`config.mk`:
```
export PLATFORM = sky130hd
export DESIGN_NAME = fetch_controller
export DESIGN_NICKNAME = d
export VERILOG_FILES = /design/src/rtl/fetch_controller.sv
export SDC_FILE = /design/constraint.sdc
export NUM_CORES = 1
export LEC_CHECK = 0
export ABC_AREA = 1
export CAP_MARGIN = 40
export CORE_AREA = 5 5 99 101
export CTS_CLUSTER_DIAMETER = 60
export CTS_CLUSTER_SIZE = 28
export DETAILED_ROUTE_END_ITERATION = 16
export DIE_AREA = 0 0 104 106
export GPL_TIMING_DRIVEN = 0
export PLACE_DENSITY_LB_ADDON = 0.12
export REMOVE_ABC_BUFFERS = 1
export SLEW_MARGIN = 40
export SYNTH_ARGS = -nofsm -noshare
export SYNTH_HDL_FRONTEND = slang
export SYNTH_SLANG_ARGS = --single-unit
```
`constraint.sdc`:
```
create_clock -name clk -period 1.9 [get_ports clk]
set_clock_uncertainty 0.1 [all_clocks]
set_input_delay 0.57 -clock clk [delete_from_list [all_inputs] [get_ports clk]]
set_output_delay 0.57 -clock clk [all_outputs]
set_load 0.01 [all_outputs]
```
`src/rtl/fetch_controller.sv`:
```
// PC sequencer and instruction-fetch port for the 16-bit single-issue core.
// Holds one request in flight, applies stall/redirect/HLT, and counts memory waits.
module fetch_controller #(
    parameter logic [15:0] RESET_PC   = 16'h0000,
    parameter logic [3:0]  HLT_OPCODE = 4'hF
) (
    input  logic        clk,
    input  logic        rst,
    output logic        imem_req,
    output logic [15:0] imem_addr,
    input  logic        imem_rdy,
    input  logic [15:0] imem_data,
    input  logic        stall,
    input  logic        redirect_valid,
    input  logic [15:0] redirect_target,
    output logic [15:0] pc,
    output logic [15:0] pc_plus_two,
    output logic        if_valid,
    output logic [15:0] if_instr,
    output logic [15:0] if_pc,
    output logic        halted,
    output logic [15:0] wait_cycles
);

    typedef enum logic {
        FETCH  = 1'b0,
        HALTED = 1'b1
    } state_t;

    state_t      state;
    state_t      state_next;
    logic [15:0] pc_next;
    logic        if_valid_next;
    logic [15:0] if_instr_next;
    logic [15:0] if_pc_next;
    logic [15:0] wait_next;
    logic        is_hlt;
    logic        mem_wait;

    assign pc_plus_two = pc + 16'd2;
    assign imem_addr   = pc;
    assign imem_req    = (state == FETCH);
    assign halted      = (state == HALTED);
    assign is_hlt      = (imem_data[15:12] == HLT_OPCODE);
    assign mem_wait    = (state == FETCH) && !imem_rdy;

    always_comb begin
        state_next    = state;
        pc_next       = pc;
        if_valid_next = if_valid;
        if_instr_next = if_instr;
        if_pc_next    = if_pc;
        case (state)
            FETCH: begin
                if (redirect_valid) begin
                    pc_next       = redirect_target;
                    if_valid_next = 1'b0;
                end else if (stall) begin
                    // Response (if any) is dropped; same pc is re-requested.
                    pc_next = pc;
                end else if (imem_rdy) begin
                    if_instr_next = imem_data;
                    if_pc_next    = pc;
                    if_valid_next = 1'b1;
                    if (is_hlt) begin
                        state_next = HALTED;
                    end else begin
                        pc_next = pc_plus_two;
                    end
                end else begin
                    if_valid_next = 1'b0;
                end
            end
            HALTED: begin
                if (redirect_valid) begin
                    pc_next       = redirect_target;
                    if_valid_next = 1'b0;
                    state_next    = FETCH;
                end else if (!stall) begin
                    if_valid_next = 1'b0;
                end
            end
            default: begin
                state_next = FETCH;
            end
        endcase
    end

    // Saturating debug counter of cycles spent waiting on memory.
    always_comb begin
        wait_next = wait_cycles;
        if (mem_wait && (wait_cycles != 16'hFFFF)) begin
            wait_next = wait_cycles + 16'd1;
        end
    end

    always_ff @(posedge clk) begin
        if (rst) begin
            state       <= FETCH;
            pc          <= RESET_PC;
            if_valid    <= 1'b0;
            if_instr    <= 16'h0000;
            if_pc       <= 16'h0000;
            wait_cycles <= 16'h0000;
        end else begin
            state       <= state_next;
            pc          <= pc_next;
            if_valid    <= if_valid_next;
            if_instr    <= if_instr_next;
            if_pc       <= if_pc_next;
            wait_cycles <= wait_next;
        end
    end

endmodule

```
==> out/qor.yml <==
die:
  initial_core_util_pct: 37.4
  io-pin-count: 136
  num_rows: 35
  die_w_um: 104
  die-height_um: 106
  die_area_mm2: 0.0110
  coreArea_mm2: 0.00893
pwr:
  power_density_mw_per_mm2: 633
  power_mw: 3.41
  leakage_nw: 2.71
  ir_worst_vdd_uv: 371
setup_path:
  cp-end-kind: "output port"
  arrival_ns: 1.67
  crit_type: "reg2out"
  cp-start-kind: "flop"
  ff2ff_path_depth: 13
  crit_path_frequent_cell: "nand2_2"
  cp_cell_sequence: "ha_4 > nand3_4 > nor3_4 > buf_6 > nand2_2 > nand2_2 > and2_1 > buf_2"
  crit_required_ns: 1.23
  crit_path_max_incr_delay_ns: 0.39
  crit_path_top_delay_cell: "dfxtp_4"
  path_max_fanout: 6
final_layout:
  diodes: 0
  final_cell_mix: "nor2_1 (87), dlygate4sd2_1 (74), nand2_1 (72)"
  syn_to_final_growth_pct: 61.2
  layout.nets: 666
  final_common_cell: "nor2_1"
  post-route-util_pct: 60.3
  fillCellCount: 832
  drive_above_1_share_pct: 23.3
  final_cell_count_no_fill: 743
synthesis:
  synthFlopType: "dfxtp_1"
  yosys_warnings: 0
  yosysSeqAreaShare_pct: 39.6
  avgSynthCellArea_um2: 7.06
  async_reset_ff_share_pct: 0
  yosys-top-cells-area: "dfxtp_1 (40%), nor2_1 (10%), nand2_1 (8.9%)"
  ys_seq_elements: 66
  yosysTopAreaCellShare_pct: 39.6
  syn_inst: 473
  synth_top_cell_by_area: "dfxtp_1"
  netlist_area_mm2: 0.00334
  synth.distinct_cells: 34
  synth-edff-count: 0
min_path:
  holdPathStages: 2
  hold_path.class: "reg2reg"
cts:
  clk_pin_slew_ns: 0.08
  cts_tree: "done"
  cts_root_buffer: "clkbuf_8"
  clk_latency_ns: 0.34
  cts_buffer_depth: 2
  cts_buffers: 9
  htreeDepth: 3
  cts_num_sinks: 66
route:
  top_layer_used: "met4"
  m1WireLength_um: 4640
  totalWireLength_um: 11000
  dr_wl_met3_um: 699
  drtIter0Drc: 98
  routedWlPerCell_um: 14.8
  drc: 0
  num_vias: 3614
  viasPerCell: 4.86
  drtPass1Iterations: 4
  antenna_left: 0
  wl_met2_um: 5570
sta:
  setup_viol: 14
  drv_slew: 0
  tns_ns: -4.03
  period_share_pct: 123
  rsz0062_at_grt: "true"
  fin_crit_ns: 2.34
  hold_viol: 0
  fmax_mhz: 428
  relSlewSlack_pct: 51.2
  post-route-worst-setup-slack_ns: -0.437
  worstMarginPinSlew_ns: 0.732
outcome:
  violations: "setup timing"
  outcome: "complete, but fails checks"
global_route:
  grt_pass1_wl_um: 17100
  first_global_vias: 3510
  grt_usage_pct: 18.6
  grt_max_degree: 56
  antenna_found_initial: 0
  grt-ovfl-total: 0
placed_design:
  pre_cts_ws_ns: -1.40
  gp_congestion: 0.780
  dp_hpwl_um: 6940
  dp.cells: 684
  numPortBuffers: 135
flow_run:
  maxCapViolCount: 0
[worst max-delay path: cells and delay by family (launching register included)]
| family | cells | cell delay [ns] |
|---|---|---|
| simple gates | 5 | 0.52 |
| flops | 1 | 0.39 |
| buf+inv | 2 | 0.26 |
| fa+ha+maj | 1 | 0.15 |
[sequential cells by signal, summed over array words and instances (netlist names)]
register     cells
if_instr        16
if_pc           16
imem_addr       16
wait_cycles     16
halted           1
if_valid         1
[repair_timing]
action / 4_1_cts / 5_1_grt
gates resized for setup: 195 / 39
buffers inserted: 26 / 15
pin swaps: 11 / 8
setup endpoints to repair: 145 / 62
gates cloned: 0 / 2
hold buffers: 0 / 0
[cells by family after synthesis]
family	Yosys count	share of synthesized area (%)
buf+inv	71	10.6
fa+ha+maj	2	0.749
flops	66	39.6
simple gates	228	30.8
xor+xnor	10	2.62
compound gates	96	15.7
[final cells by class]
class | count | area [um2] | area share (%)
timing repair buffer | 176 | 1630 | 30.2
multi-input combinational | 337 | 1870 | 34.7
timing repair inverter | 1 | 8.76 | 0.163
inverter | 36 | 168 | 3.11
clock buffer | 9 | 124 | 2.30
sequential | 66 | 1380 | 25.6
clock inverter | 7 | 70.1 | 1.30
tap | 111 | 139 | 2.58
[final timing paths]
path	start	endpoint	slack (ns)
setup reg to reg	imem_addr[1]$_SDFFE_PP0P_	imem_addr[6]$_SDFFE_PP0P_	-0.10
hold / removal	if_instr[10]$_SDFFE_PP0P_	if_instr[10]$_SDFFE_PP0P_	0.38
hold reg to reg	if_instr[10]$_SDFFE_PP0P_	if_instr[10]$_SDFFE_PP0P_	0.38
setup / recovery	imem_addr[1]$_SDFFE_PP0P_	pc_plus_two[13]	-0.44
[through the flow]
step | hold WS (ns) | area (um2)
finish | 0.379 | 5380
detailed placement | 0.373 | 4610
global placement | 0.362 | 4610
CTS | 0.386 | 5060
global route | 0.401 | 5380
floorplan | 0.402 | 3120
[synth_stat cells, drive strengths merged, types with 8 or more instances]
cell type / number
nor2: 99
nand2: 83
dfxtp: 66
o21ai: 53
inv: 35
a21oi: 32
nand3: 27
buf: 26
a22oi: 10
clkbuf: 9
and2: 8
xor2: 8
[per-layer routing]
metal | vias up | GRT usage, %
li1 | 1825 | -
met1 | 1674 | 22.3
met2 | 106 | 31.9
met3 | 9 | 6.86
met4 | 0 | 3.98
met5 | - | 0
[report_power, final]
group / switching, mW / internal (mW) / total [mW]
clock network: 0.581 / 0.603 / 1.18
logic: 0.350 / 0.352 / 0.702
registers: 0.0700 / 1.45 / 1.52
Note: power is estimated with default switching activity, not from simulation.
